==> src/rtl/audio_stream_transceiver.sv <==
// Multi-channel SPI-style PCM receiver, frame FIFO, per-frame mute/attenuation
// and I2S-style serial transmitter, all on a single serial clock.

// Per-channel sample processing: mute or arithmetic right shift.
module audio_chan_proc #(
  parameter int WIDTH = 16
) (
  input  logic [WIDTH-1:0] sample,
  input  logic             mute,
  input  logic [3:0]       attenuation,
  output logic [WIDTH-1:0] result
);
  logic signed [WIDTH-1:0] s;
  logic [3:0]              sh;

  assign s = sample;

  // Clamp the shift so full attenuation leaves only the sign bits.
  always_comb begin
    sh = attenuation;
    if (int'(attenuation) > WIDTH-1) sh = 4'(WIDTH-1);
    result = '0;
    if (!mute) result = s >>> sh;
  end
endmodule

module audio_stream_transceiver #(
  parameter  int WIDTH     = 16,
  parameter  int CHANNELS  = 2,
  parameter  int SLOT_BITS = 32,
  parameter  int DEPTH     = 4,
  localparam int TOTAL     = CHANNELS*SLOT_BITS,
  localparam int BNW       = $clog2(TOTAL),
  localparam int LVW       = $clog2(DEPTH+1)
) (
  input  logic           serial_clk,
  input  logic           reset,
  input  logic           spi_chip_select,
  input  logic           spi_mosi,
  input  logic           mute,
  input  logic [3:0]     attenuation,
  input  logic           clear_flags,
  output logic           i2s_ws,
  output logic           i2s_sound_bit_out,
  output logic [BNW-1:0] i2s_bit_number,
  output logic [LVW-1:0] fifo_level,
  output logic           overflow,
  output logic           underflow
);
  localparam int FB  = CHANNELS*WIDTH;
  localparam int AW  = $clog2(DEPTH);
  localparam int RCW = $clog2(FB+2);
  localparam int SW  = $clog2(SLOT_BITS);
  localparam int KW  = $clog2(CHANNELS);
  localparam int IW  = (WIDTH > 1) ? $clog2(WIDTH) : 1;

  // ---------------- receiver ----------------
  // rx_cnt saturates at FB+1: FB marks "frame complete, push now", FB+1 marks
  // "already pushed, ignore further bits until cs rises".
  logic [RCW-1:0] rx_cnt;
  logic [FB-1:0]  rx_sr;
  logic           push;

  // Shift serial bits in while selected; cs high discards any partial frame.
  always_ff @(posedge serial_clk or negedge reset) begin
    if (!reset) begin
      rx_cnt <= '0;
      rx_sr  <= '0;
    end else if (spi_chip_select) begin
      rx_cnt <= '0;
    end else begin
      if (rx_cnt < RCW'(FB))  rx_sr  <= {rx_sr[FB-2:0], spi_mosi};
      if (rx_cnt <= RCW'(FB)) rx_cnt <= rx_cnt + RCW'(1);
    end
  end

  assign push = (rx_cnt == RCW'(FB));

  // ---------------- FIFO ----------------
  logic [FB-1:0] mem [DEPTH];
  logic [AW-1:0] wr_ptr, rd_ptr;
  logic          full, empty, load, pop, push_ok;

  assign full    = (fifo_level == LVW'(DEPTH));
  assign empty   = (fifo_level == '0);
  assign load    = (i2s_bit_number == BNW'(TOTAL-1));
  assign pop     = load & ~empty;
  // A pop in the same cycle frees the slot, so a push while full still fits.
  assign push_ok = push & (~full | pop);

  // Frame storage; emptiness is tracked by the pointers, not the contents.
  always_ff @(posedge serial_clk) begin
    if (push_ok) mem[wr_ptr] <= rx_sr;
  end

  // Pointers and registered fill level.
  always_ff @(posedge serial_clk or negedge reset) begin
    if (!reset) begin
      wr_ptr     <= '0;
      rd_ptr     <= '0;
      fifo_level <= '0;
    end else begin
      if (push_ok) wr_ptr <= wr_ptr + AW'(1);
      if (pop)     rd_ptr <= rd_ptr + AW'(1);
      fifo_level <= fifo_level + LVW'(push_ok) - LVW'(pop);
    end
  end

  // ---------------- processing ----------------
  logic [FB-1:0]                  head;
  logic [CHANNELS-1:0][WIDTH-1:0] proc_frame, frame_q;

  assign head = mem[rd_ptr];

  // Channel 0 arrives first, so it sits in the top bits of the frame word.
  for (genvar k = 0; k < CHANNELS; k++) begin : g_ch
    audio_chan_proc #(.WIDTH(WIDTH)) u_proc (
      .sample     (head[FB-1-k*WIDTH -: WIDTH]),
      .mute       (mute),
      .attenuation(attenuation),
      .result     (proc_frame[k])
    );
  end

  // ---------------- transmitter ----------------
  // Outputs are computed for the next position and registered together, so
  // bit number, word select and data always refer to the same position.
  logic [SW-1:0]    off_q, off_n;
  logic [KW-1:0]    slot_q, slot_n;
  logic [BNW-1:0]   bit_n;
  logic             ws_n, data_n, started;
  logic [WIDTH-1:0] ch_word;

  // Next slot/offset/bit position and the serial bit belonging to it.
  always_comb begin
    off_n  = off_q + SW'(1);
    slot_n = slot_q;
    bit_n  = i2s_bit_number + BNW'(1);
    if (off_q == SW'(SLOT_BITS-1)) begin
      off_n  = '0;
      slot_n = (slot_q == KW'(CHANNELS-1)) ? '0 : slot_q + KW'(1);
    end
    if (load) bit_n = '0;
    ws_n    = (bit_n >= BNW'(TOTAL/2));
    ch_word = frame_q[slot_n];
    data_n  = 1'b0;
    // One-bit delay after the slot start, then MSB first.
    if (off_n != '0 && int'(off_n) <= WIDTH)
      data_n = ch_word[IW'(WIDTH - int'(off_n))];
  end

  // Position counters, serial outputs and the frame being played.
  always_ff @(posedge serial_clk or negedge reset) begin
    if (!reset) begin
      i2s_bit_number    <= '0;
      off_q             <= '0;
      slot_q            <= '0;
      i2s_ws            <= 1'b0;
      i2s_sound_bit_out <= 1'b0;
      frame_q           <= '0;
      started           <= 1'b0;
    end else begin
      i2s_bit_number    <= bit_n;
      off_q             <= off_n;
      slot_q            <= slot_n;
      i2s_ws            <= ws_n;
      i2s_sound_bit_out <= data_n;
      if (load) begin
        frame_q <= pop ? proc_frame : '0;
        if (pop) started <= 1'b1;
      end
    end
  end

  // Sticky flags; a set event in the same cycle beats clear_flags.
  always_ff @(posedge serial_clk or negedge reset) begin
    if (!reset) begin
      overflow  <= 1'b0;
      underflow <= 1'b0;
    end else begin
      if (push & full & ~pop) overflow <= 1'b1;
      else if (clear_flags)   overflow <= 1'b0;
      if (load & empty & started) underflow <= 1'b1;
      else if (clear_flags)       underflow <= 1'b0;
    end
  end
endmodule

==> config.mk <==
export PLATFORM = sky130hd
export DESIGN_NAME = audio_stream_transceiver
export DESIGN_NICKNAME = d
export VERILOG_FILES = /design/src/rtl/audio_stream_transceiver.sv
export SDC_FILE = /design/constraint.sdc
export NUM_CORES = 1
export LEC_CHECK = 0
export CAP_MARGIN = 40
export CORE_MARGIN = 2
export CORE_UTILIZATION = 30
export DETAILED_ROUTE_END_ITERATION = 10
export PLACE_DENSITY = 0.45
export SYNTH_ARGS = -nofsm -noshare
export SYNTH_HDL_FRONTEND = slang
export SYNTH_SLANG_ARGS = --single-unit
==> constraint.sdc <==
create_clock -name serial_clk -period 2.85 [get_ports serial_clk]
set_clock_uncertainty 0.2 [all_clocks]
set_input_delay 0.57 -clock serial_clk [delete_from_list [all_inputs] [get_ports serial_clk]]
set_output_delay 0.57 -clock serial_clk [all_outputs]
set_load 0.01 [all_outputs]
Yosys cells after proc, flatten, opt, wreduce, memory -nomap -nowiden
Memories as Yosys holds them, arrays and structs flattened.
Cells that the tools add are included.
- output and inout bits: 13
- logic and storage cells: 76
- bits in registers: 94
- memories: 1
- input bits: 10
- RAM bits: 128
- memory list (memory ; depth ; width ; read ports ; clocked after memory_dff ; write ports ; RTL line ; source):
    mem ; 4 ; 32 ; 1 ; 0 ; 1 ; 80 ; logic [FB-1:0] mem [DEPTH];
- magnitude comparators: 6
- reductions and logical operators: 8
- multiplexer cells: 20
- equality and inequality tests: 4
- add/subtract/negate cells: 9
- bitwise operators: 11
- shift-type cells: 2
- operator list (kind ; number):
    $mux W16 ; 4
    $mux W32 ; 1
    $sshr A16 B4 Y16 ; 2
    $mux W6 ; 3
    $add A6 B1 Y6 const B ; 2
    $eq A6 B6 Y1 const B ; 2
    $mux W1 ; 10
    $and A1 B1 Y1 ; 6
    $ge A6 B6 Y1 const B ; 1
    $le A6 B6 Y1 const B ; 1
    $lt A4 B6 Y1 const B ; 1
    $lt A6 B6 Y1 const B ; 1
    $reduce_bool A2 Y1 ; 3
    $add A5 B1 Y5 const B ; 1
    $eq A5 B5 Y1 const B ; 1
    $le A5 B5 Y1 const B ; 1
    $mux W5 ; 1
    $reduce_bool A5 Y1 ; 1
    $add A2 B1 Y2 const B ; 2
    $bmux W1 S4 ; 1
    $not A1 Y1 ; 4
    $reduce_and A2 Y1 ; 2
    $sub A1 B4 Y4 const A ; 1
    $add A3 B1 Y3 ; 1
    7 further kinds ; 7

Logic depth before layout (Yosys ltp)
Gate-level depths: netlist of the first run.
- depth after elaboration: 9
- depth in mapped cells: 13
- gate-level depth less buffers: 12

Modules after synthesis
Synthesis of the first run repeated with hierarchy kept, for this count alone.
- cells, all modules: 738
- area total of the unflattened synthesis: 10453.8 um^2
- modules (own cells, without submodules) (module ; cells each ; instances ; sequential area each (um^2) ; area an instance (um^2)):
    audio_stream_transceiver ; 550 ; 1 ; 6195.9 ; 8889.8
    audio_chan_proc ; 94 ; 2 ; 0.0 ; 782.0

Worst setup path before layout of the first run
No wires, ideal clock.
- kind: register to register
- from: register i2s_bit_number[0]
- to: register fifo_level[2]
- buffers on the path: 1
- setup time: 0.127 ns
- data arrival time: 2.726 ns
- stages on the path, launching flop included: 14
- clock period less this slack: 3.053 ns
- setup slack: -0.203 ns
- data required time: 2.523 ns
- path through: dfrtp_1 > ha_1 > nand2_1 > or2_1 > clkbuf_1 > a31oi_1 > inv_1 > ha_1 > inv_1 > ha_1 > inv_1 > fa_1 > xnor2_1 > xnor2_1
- cells in the longest elaborated chain, start to end: 6
- ends and longest elaborated chain (item ; RTL line ; source):
    start: declaration ; 45 ; output logic [BNW-1:0] i2s_bit_number,
    start signal: assignment ; 163 ; i2s_bit_number <= bit_n;
    $eq A6 B6 Y1 (*) ; 86 ; assign load = (i2s_bit_number == BNW'(TOTAL-1));
    $and A1 B1 Y1 (*) ; 87 ; assign pop = load & ~empty;
    $or A1 B1 Y1 ; 89 ; assign push_ok = push & (~full | pop);
    $and A1 B1 Y1 ; 89 ;
    $add A3 B1 Y3 ; 105 ; fifo_level <= fifo_level + LVW'(push_ok) - LVW'(pop);
    $sub A3 B1 Y3 (*) ; 105 ;
    end signal: assignment ; 105 ;
    end: declaration ; 46 ; output logic [LVW-1:0] fifo_level,
Mark *: on every way between the ends. The rest lies on a longest branch, timed or not.
A chain may end at the register's enable or synchronous reset.

Final worst setup path of the first run
- from: register rd_ptr[1]
- to: register frame_q[20] (netlist name)
- cells in the longest elaborated chain, start to end: 4
- ends and longest elaborated chain (item ; RTL line ; source):
    start: declaration ; 81 ; logic [AW-1:0] wr_ptr, rd_ptr;
    start signal: assignment ; 104 ; if (pop) rd_ptr <= rd_ptr + AW'(1);
    $mem_v2 Z4 W32 ; -- ;
    $sshr A16 B4 Y16 ; 23 ; if (!mute) result = s >>> sh;
    $mux W16 ; 23 ;
    $mux W32 ; 169 ; frame_q <= pop ? proc_frame : '0;
    end signal: assignment ; 169 ;
    end: declaration ; 111 ; logic [CHANNELS-1:0][WIDTH-1:0] proc_frame, frame_q;
No other way between the ends.

==> implementation parameters, run 1 <==
Parameter                              Value

STA
  Final hold vios ... 0
  Tightest Pin Transition ... 0.582 ns
  RSZ-0062 raised after global routing ... false
  Accumulated negative setup slack ... 0 ns
  Pins Over Slew Limit ... 0
  Time the final worst path needs with I/O delays and setup ... 2.73 ns
  Post-route clock period utilization ... 0.957
  Maximum frequency from static timing analysis ... 367 MHz
  Worst slack on hold paths ... 0.281 ns
  Headroom to the max-slew limit ... 0.610
  Final setup fails ... 0

Route
  DR vias ... 6382
  DRT antenna net count ... 0
  Number of vias per cell ... 5.09
  Detailed-route DRC error count ... 2
  Final routed wirelength across all metal layers ... 25.7 mm
  Number of optimization iterations in the first detailed-route pass ... 9
  Violation count after the first detailed-routing iteration ... 366
  Routed length per instance ... 20.5 microns

Cells and area
  Fraction of final layout cells with drive strength greater than 1 ... 0.307
  Core utilization of the finished layout ... 0.361
  Most common cell after layout, fill and taps aside ... sky130_fd_sc_hd__edfxtp_1
  Cell Count, Final, Fillers Out ... 1253
  Commonest cells after routing, fill and taps aside ... sky130_fd_sc_hd__edfxtp_1, sky130_fd_sc_hd__dfrtp_1, sky130_fd_sc_hd__mux4_2
  Antenna diode instance count ... 0
  Layout Area Growth over Synthesis ... 18.4%
  Post-layout nets ... 796

Floorplanning
  # IOs ... 23
  Die boundary width ... 194 microns
  Std-Cell Core Area ... 0.0357 sq mm
  Die ar. ... 0.0378 sq mm
  Die H ... 194 microns
  Effective utilization at floorplan ... 0.305
  Std-Cell Rows ... 69

Yosys
  Post-synth ARST share ... 0.423
  YS warnings ... 0
  Yosys reg bits ... 222
  Yosys top cell by area ... sky130_fd_sc_hd__edfxtp_1
  Top area cells in the synthesized netlist ... sky130_fd_sc_hd__edfxtp_1, sky130_fd_sc_hd__dfrtp_1, sky130_fd_sc_hd__mux4_2
  Share of Yosys cell area claimed by the top area cell type ... 0.353
  Area of the mapped netlist ... 0.0109 sq mm
  Most used flip-flop cell after synthesis ... sky130_fd_sc_hd__edfxtp_1
  Number of flops mapped to enable cells by yosys ... 128
  Sequential share of the synthesized area ... 0.570
  Number of instances in the synthesized netlist ... 720
  Post-synth cell types ... 55
  Synthesized netlist net count ... 743
  Syn avg cell area ... 15.1 sq um

Critical path
  Setup slack of the worst register-to-register path ... 0.12 ns
  CP required ... 3.08 ns
  Data arrival at the endpoint of the critical path ... 2.95 ns
  Worst r2r dst ... frame_q[20]
  Critical Path Source Type ... register
  Critical path start-end classification ... register to register
  Register-to-Register Path Depth ... 6
  Highest fanout seen on the critical path ... 27
  Launch point of the worst reg-to-reg path ... rd_ptr[1]
  Crit. End Element ... register

Pwr
  Part of the power in combinational logic ... 0.063
  Share of power burned in registers ... 0.513
  Net switching share of the total power ... 0.241
  Cell-internal power ... 6.08 mW
  Peak ir drop on the vdd network ... 0.000345 V
  Clock power frac ... 0.424
  Cell area power density ... 622 mW/mm^2
  P_leak ... 4.70 nW
  Switching power total ... 1.93 mW

CTS
  TritonCTS Buffers ... 25
  Clock latency on the worst-skew pair ... 0.55 ns
  TritonCTS clock tree ... yes
  Number of clock sinks ... 222
  Clk pin slew, worst setup/hold paths ... 0.06 ns
  H-tree depth reported by CTS ... 1
  Setup repair bufs after CTS ... 0
  Cell at the root of the clock tree ... sky130_fd_sc_hd__clkbuf_16
  Maximum clock insertion buffer count ... 3

GRT
  Global-route wire length before repair ... 41.2 mm
  Sum of overflow across all layers after global routing ... 0
  Largest net degree at the start of global routing ... 95
  Number of global-route vias before repair ... 6903
  Antenna violations before repair ... 0
  GRT Total Usage ... 0.138

Worst hold path
  Worst hold path startpoint ... frame_q[10]
  Class of the worst hold path ... register to register
  Worst hold stages ... 2
  Endpoint, Worst Hold ... frame_q[10]

Outcome
  Result of the run ... complete, but fails checks
  Failing checks ... design-rule violations

Placement
  Number of I/O port buffers ... 22
  Weighted congestion at the end of routability-driven global placement ... 0.788
  Count of placed standard cells including taps ... 1206
  Post-DP HPWL ... 17.6 mm

Flow run
  Max Cap Violations ... 0
-- metrics by stage --
stage	setup WS, ns	power, mW	cell area [sq um]
floorplan	0.00781	4.40	10900
global placement	0.112	4.63	11900
detailed placement	0.000725	4.68	11900
CTS	0.0354	8.13	12800
global route	0.00605	8.36	12900
finish	0.122	8.01	12900
-- worst max path at each step --
stage,from,to
after floorplan,i2s_bit_number[1],fifo_level[2]
after global placement,off_q[0],i2s_sound_bit_out
after detailed placement,off_q[1],i2s_sound_bit_out
after CTS,off_q[1],i2s_sound_bit_out
after global routing,off_q[0],i2s_sound_bit_out
final,rd_ptr[1],frame_q[20]
-- state kept, by name (all words and copies together), names as in the netlist, 2 cells and up --
| signal | cells |
|---|---|
| wr_ptr | 2 |
| off_q | 5 |
| rx_cnt | 6 |
| i2s_bit_number | 6 |
| rx_sr | 32 |
| rd_ptr | 2 |
| fifo_level | 3 |
| frame_q | 32 |
| mem | 128 |
-- cells in the mapped netlist (2+ instances only) --
library cell	n
sky130_fd_sc_hd__nor2_1	35
sky130_fd_sc_hd__a221o_1	3
sky130_fd_sc_hd__a22oi_1	8
sky130_fd_sc_hd__mux4_2	81
sky130_fd_sc_hd__buf_1	4
sky130_fd_sc_hd__buf_4	3
sky130_fd_sc_hd__mux2_2	51
sky130_fd_sc_hd__buf_2	11
sky130_fd_sc_hd__xnor2_1	7
sky130_fd_sc_hd__a21oi_1	21
sky130_fd_sc_hd__clkbuf_1	23
sky130_fd_sc_hd__a32oi_1	3
sky130_fd_sc_hd__and2_1	5
sky130_fd_sc_hd__a222oi_1	2
sky130_fd_sc_hd__nor2b_1	8
sky130_fd_sc_hd__nand2b_1	4
sky130_fd_sc_hd__a211oi_1	3
sky130_fd_sc_hd__edfxtp_1	128
sky130_fd_sc_hd__nor3_1	6
sky130_fd_sc_hd__inv_1	15
sky130_fd_sc_hd__a22o_1	6
sky130_fd_sc_hd__buf_6	5
sky130_fd_sc_hd__and3_1	2
sky130_fd_sc_hd__xor2_1	9
sky130_fd_sc_hd__o21ai_0	16
sky130_fd_sc_hd__nand3_1	12
sky130_fd_sc_hd__o211ai_1	11
sky130_fd_sc_hd__nand2_1	51
sky130_fd_sc_hd__o22ai_1	2
sky130_fd_sc_hd__or3_1	2
sky130_fd_sc_hd__o21ai_1	9
sky130_fd_sc_hd__o31ai_1	7
sky130_fd_sc_hd__ha_1	12
sky130_fd_sc_hd__a31oi_1	6
sky130_fd_sc_hd__mux2i_1	34
sky130_fd_sc_hd__nor3b_1	3
sky130_fd_sc_hd__dfrtp_1	94
-- critical path, cell delays in order (launching register included) --
cell and delay (ns):
sky130_fd_sc_hd__dfrtp_4 0.49, sky130_fd_sc_hd__buf_12 0.23, sky130_fd_sc_hd__mux4_2 0.54, sky130_fd_sc_hd__mux2_2 0.32, sky130_fd_sc_hd__mux4_2 0.47, sky130_fd_sc_hd__o221ai_1 0.27, sky130_fd_sc_hd__nand2_1 0.09
-- repair_timing --
| item | CTS | global route |
|---|---|---|
| hold buffers | 1 | 0 |
| gates resized for setup | 1 | 6 |
| setup endpoints to repair | 1 | 2 |
| endpoints found under the hold margin | 94 | 0 |
| pin swaps | 0 | 3 |
-- routing by layer --
metal	routed length (microns)	global-route usage	vias up
met5	0	0	-
met4	464	0.0342	0
met3	1060	0.0217	36
met2	12400	0.228	134
met1	11800	0.191	3273
li1	-	-	2939
-- power groups by stage --
stage | logic (mW) | registers [mW] | clock network [mW]
5_1_grt | 0.550 | 4.16 | 3.65
3_5_place_dp | 0.503 | 4.17 | 0
4_1_cts | 0.508 | 4.11 | 3.51
6_report | 0.501 | 4.11 | 3.40
2_1_floorplan | 0.338 | 4.06 | 0
3_3_place_gp | 0.494 | 4.14 | 0
-- cells by family after synthesis --
logic type      after synthesis  synth area share
xor+xnor                     16            0.0129
mux                         167             0.253
buf+inv                      62            0.0272
simple gates                136            0.0583
flops                       222             0.570
fa+ha+maj                    13            0.0156
compound gates              104            0.0633
-- area by class of cell --
cell class	instances	area, sq um
Clock buffer	29	661
Clock inverter	17	223
Fill cell	3330	22800
Inverter	16	60.1
Multi-Input combinational cell	436	4440
Sequential cell	222	6200
Tap cell	461	577
Timing Repair Buffer	72	711
Note: power is estimated with default switching activity, not from simulation.
==> inputs of run 2 (changes only) <==
--- a/config.mk
+++ b/config.mk
@@ -5,7 +5,6 @@
 export SDC_FILE = /design/constraint.sdc
 export NUM_CORES = 1
 export LEC_CHECK = 0
-export CAP_MARGIN = 40
 export CORE_MARGIN = 2
 export CORE_UTILIZATION = 30
 export DETAILED_ROUTE_END_ITERATION = 10
==> constraint.sdc (replaced) <==
create_clock -name serial_clk -period 2.85 [get_ports serial_clk]
set_clock_uncertainty 0.2 [all_clocks]
set_input_delay 0.57 -clock serial_clk [delete_from_list [all_inputs] [get_ports serial_clk]]
set_output_delay 0.57 -clock serial_clk [all_outputs]
set_load 0.005 [all_outputs]
==> implementation parameters, run 2 (same netlist as run 1, synthesis figures left out) <==
Parameter                              Value

Critical path
  Critical Path Source Type ... register
  Highest fanout seen on the critical path ... 25 (-7.4%)
  Crit. End Element ... register
  CP required ... 3.06 ns (-0.02 ns)
  Data arrival at the endpoint of the critical path ... 2.89 ns (-0.06 ns)
  Critical path start-end classification ... register to register

Worst hold path
  Class of the worst hold path ... register to register

Floorplanning
  Effective utilization at floorplan ... 0.305 (unchanged)
  Std-Cell Rows ... 69 (unchanged)
  Std-Cell Core Area ... 0.0357 sq mm (unchanged)
  Die boundary width ... 194 microns (unchanged)
  Die ar. ... 0.0378 sq mm (unchanged)
  Die H ... 194 microns (unchanged)
  # IOs ... 23 (unchanged)

Cells and area
  Most common cell after layout, fill and taps aside ... sky130_fd_sc_hd__edfxtp_1
  Number of fill cells in the layout ... 3340 (+0.30%)
  Sequential cell area ... 0.00620 sq mm (about the same)
  Post-layout nets ... 799 (+0.38%)
  Largest register by flop count ... mem
  Final Cell Area ... 0.0129 sq mm (about the same)
  Layout Area Growth over Synthesis ... 18.3% (about the same)
  Number of flip-flops under the largest register name ... 128 (unchanged)
  Cell Count, Final, Fillers Out ... 1257 (+0.32%)
  Largest registers ... mem (128), frame_q (32), rx_sr (32)
  Fraction of final layout cells with drive strength greater than 1 ... 0.298 (-0.00870)
  Core utilization of the finished layout ... 0.361 (about the same)
  Area used by multi-input combinational logic ... 0.00444 sq mm (about the same)
  Commonest cells after routing, fill and taps aside ... sky130_fd_sc_hd__edfxtp_1, sky130_fd_sc_hd__dfrtp_1, sky130_fd_sc_hd__mux4_2

STA
  RSZ-0062 raised after global routing ... false
  Time the final worst path needs with I/O delays and setup ... 2.69 ns (-0.0420 ns)
  Post-route clock period utilization ... 0.943 (-0.0147)
  Accumulated negative setup slack ... 0 ns (unchanged)
  Worst slack on hold paths ... 0.282 ns (+0.00101 ns)
  Maximum frequency from static timing analysis ... 372 MHz (+1.6%)
  Tightest Pin Transition ... 0.620 ns (+0.0388 ns)
  Final hold vios ... 0 (unchanged)
  Headroom to the max-slew limit ... 0.586 (-0.0235)
  Final setup fails ... 0 (unchanged)
  Pins Over Slew Limit ... 0 (unchanged)

Route
  DRT antenna net count ... 0 (unchanged)
  Number of vias per cell ... 5.22 (+2.5%)
  Number of optimization iterations in the first detailed-route pass ... 9 (unchanged)
  Routed length per instance ... 20.5 microns (+0.14%)
  Final routed wirelength across all metal layers ... 25.8 mm (+0.46%)
  Violation count after the first detailed-routing iteration ... 427 (+17%)
  Detailed-route DRC error count ... 4 (+2)
  DR vias ... 6560 (+2.8%)

GRT
  Number of global-route vias before repair ... 6866 (-0.54%)
  Antenna violations before repair ... 1 (+1)
  Sum of overflow across all layers after global routing ... 0 (unchanged)
  Global-route wire length before repair ... 41.5 mm (+0.92%)
  Largest net degree at the start of global routing ... 38 (-60%)
  GRT Total Usage ... 0.139 (+0.00122)

Placement
  Weighted congestion at the end of routability-driven global placement ... 0.798 (+1.3%)
  Count of placed standard cells including taps ... 1208 (+0.17%)
  Post-DP HPWL ... 17.7 mm (+1.0%)
  Area post-placement ... 0.0120 sq mm (+0.20%)
  Number of I/O port buffers ... 22 (unchanged)

CTS
  H-tree depth reported by CTS ... 1 (unchanged)
  TritonCTS Buffers ... 25 (unchanged)
  Cell at the root of the clock tree ... sky130_fd_sc_hd__clkbuf_16
  Clock latency on the worst-skew pair ... 0.53 ns (-0.02 ns)
  Number of clock sinks ... 222 (unchanged)
  Clk pin slew, worst setup/hold paths ... 0.06 ns (about the same)
  Maximum clock insertion buffer count ... 3 (unchanged)
  TritonCTS clock tree ... yes

Outcome
  Failing checks ... design-rule violations
  Result of the run ... complete, but fails checks

Flow run
  Max Cap Violations ... 0 (unchanged)

Pwr
  P_leak ... 4.69 nW (-0.35%)
  Peak ir drop on the vdd network ... 0.000333 V (-3.6%)
  Cell area power density ... 615 mW/mm^2 (-1.2%)
==> run 2: cell type report <==
type / count / share of cell area
Antenna cell: 1 / 0.000195
Inverter: 16 / 0.00467
Tap cell: 461 / 0.0448
Clock buffer: 33 / 0.0517
Clock inverter: 13 / 0.0138
Multi-Input combinational cell: 436 / 0.345
Sequential cell: 222 / 0.482
Timing Repair Buffer: 75 / 0.0580
==> run 2: worst max-delay path: stages (launching register included) <==
cell                      delay, ns
sky130_fd_sc_hd__dfrtp_4       0.50
sky130_fd_sc_hd__buf_12        0.23
sky130_fd_sc_hd__mux4_2        0.56
sky130_fd_sc_hd__mux4_2        0.53
sky130_fd_sc_hd__nand2_1       0.09
sky130_fd_sc_hd__o21a_1        0.13
sky130_fd_sc_hd__nor3_1        0.05
sky130_fd_sc_hd__a221o_1       0.27
==> run 2: repair_timing <==
item / CTS / global route
endpoints found under the hold margin: 18 / 0
pin swaps: 0 / 1
gates cloned: 0 / 0
gates resized for setup: 1 / 6
endpoints found under the setup margin: 1 / 2
setup buffers: 0 / 1
hold buffers: 1 / 0
==> run 2: power breakdown <==
part	internal [mW]	total, mW	switching (mW)	leakage, nW
logic	0.278	0.493	0.214	1.99
registers	3.81	4.12	0.304	2.29
clock network	2.01	3.30	1.29	0.400
==> run 2: path summary, 6_finish.rpt <==
path | from | end | slack, ns | depth (start not counted)
max | rd_ptr[1] | frame_q[7] | 0.16 | 7
min | started | started | 0.28 | 1
max reg2reg | rd_ptr[1] | frame_q[7] | 0.16 | 7
min reg2reg | started | started | 0.28 | 1
max in group asynchronous | reset | rx_sr[16] | 1.33 | 3
min in group asynchronous | reset | frame_q[15] | 0.29 | 2
==> run 2: metal layers <==
layer | share of wire | GRT usage | vias up | wire (microns)
met5 | 0 | 0 | - | 0
met4 | 0.022 | 0.0382 | 0 | 564
met3 | 0.046 | 0.0226 | 40 | 1200
met2 | 0.47 | 0.224 | 156 | 12200
met1 | 0.46 | 0.196 | 3425 | 11800
li1 | - | - | 2939 | -
==> run 2: stage by stage <==
| step | power (mW) | setup slack, ns |
|---|---|---|
| floorplan | 4.40 | -0.0396 |
| detailed placement | 4.68 | 0.00789 |
| global route | 8.24 | 0.0108 |
| CTS | 8.03 | 0.0388 |
| finish | 7.91 | 0.164 |
| global placement | 4.63 | 0.137 |
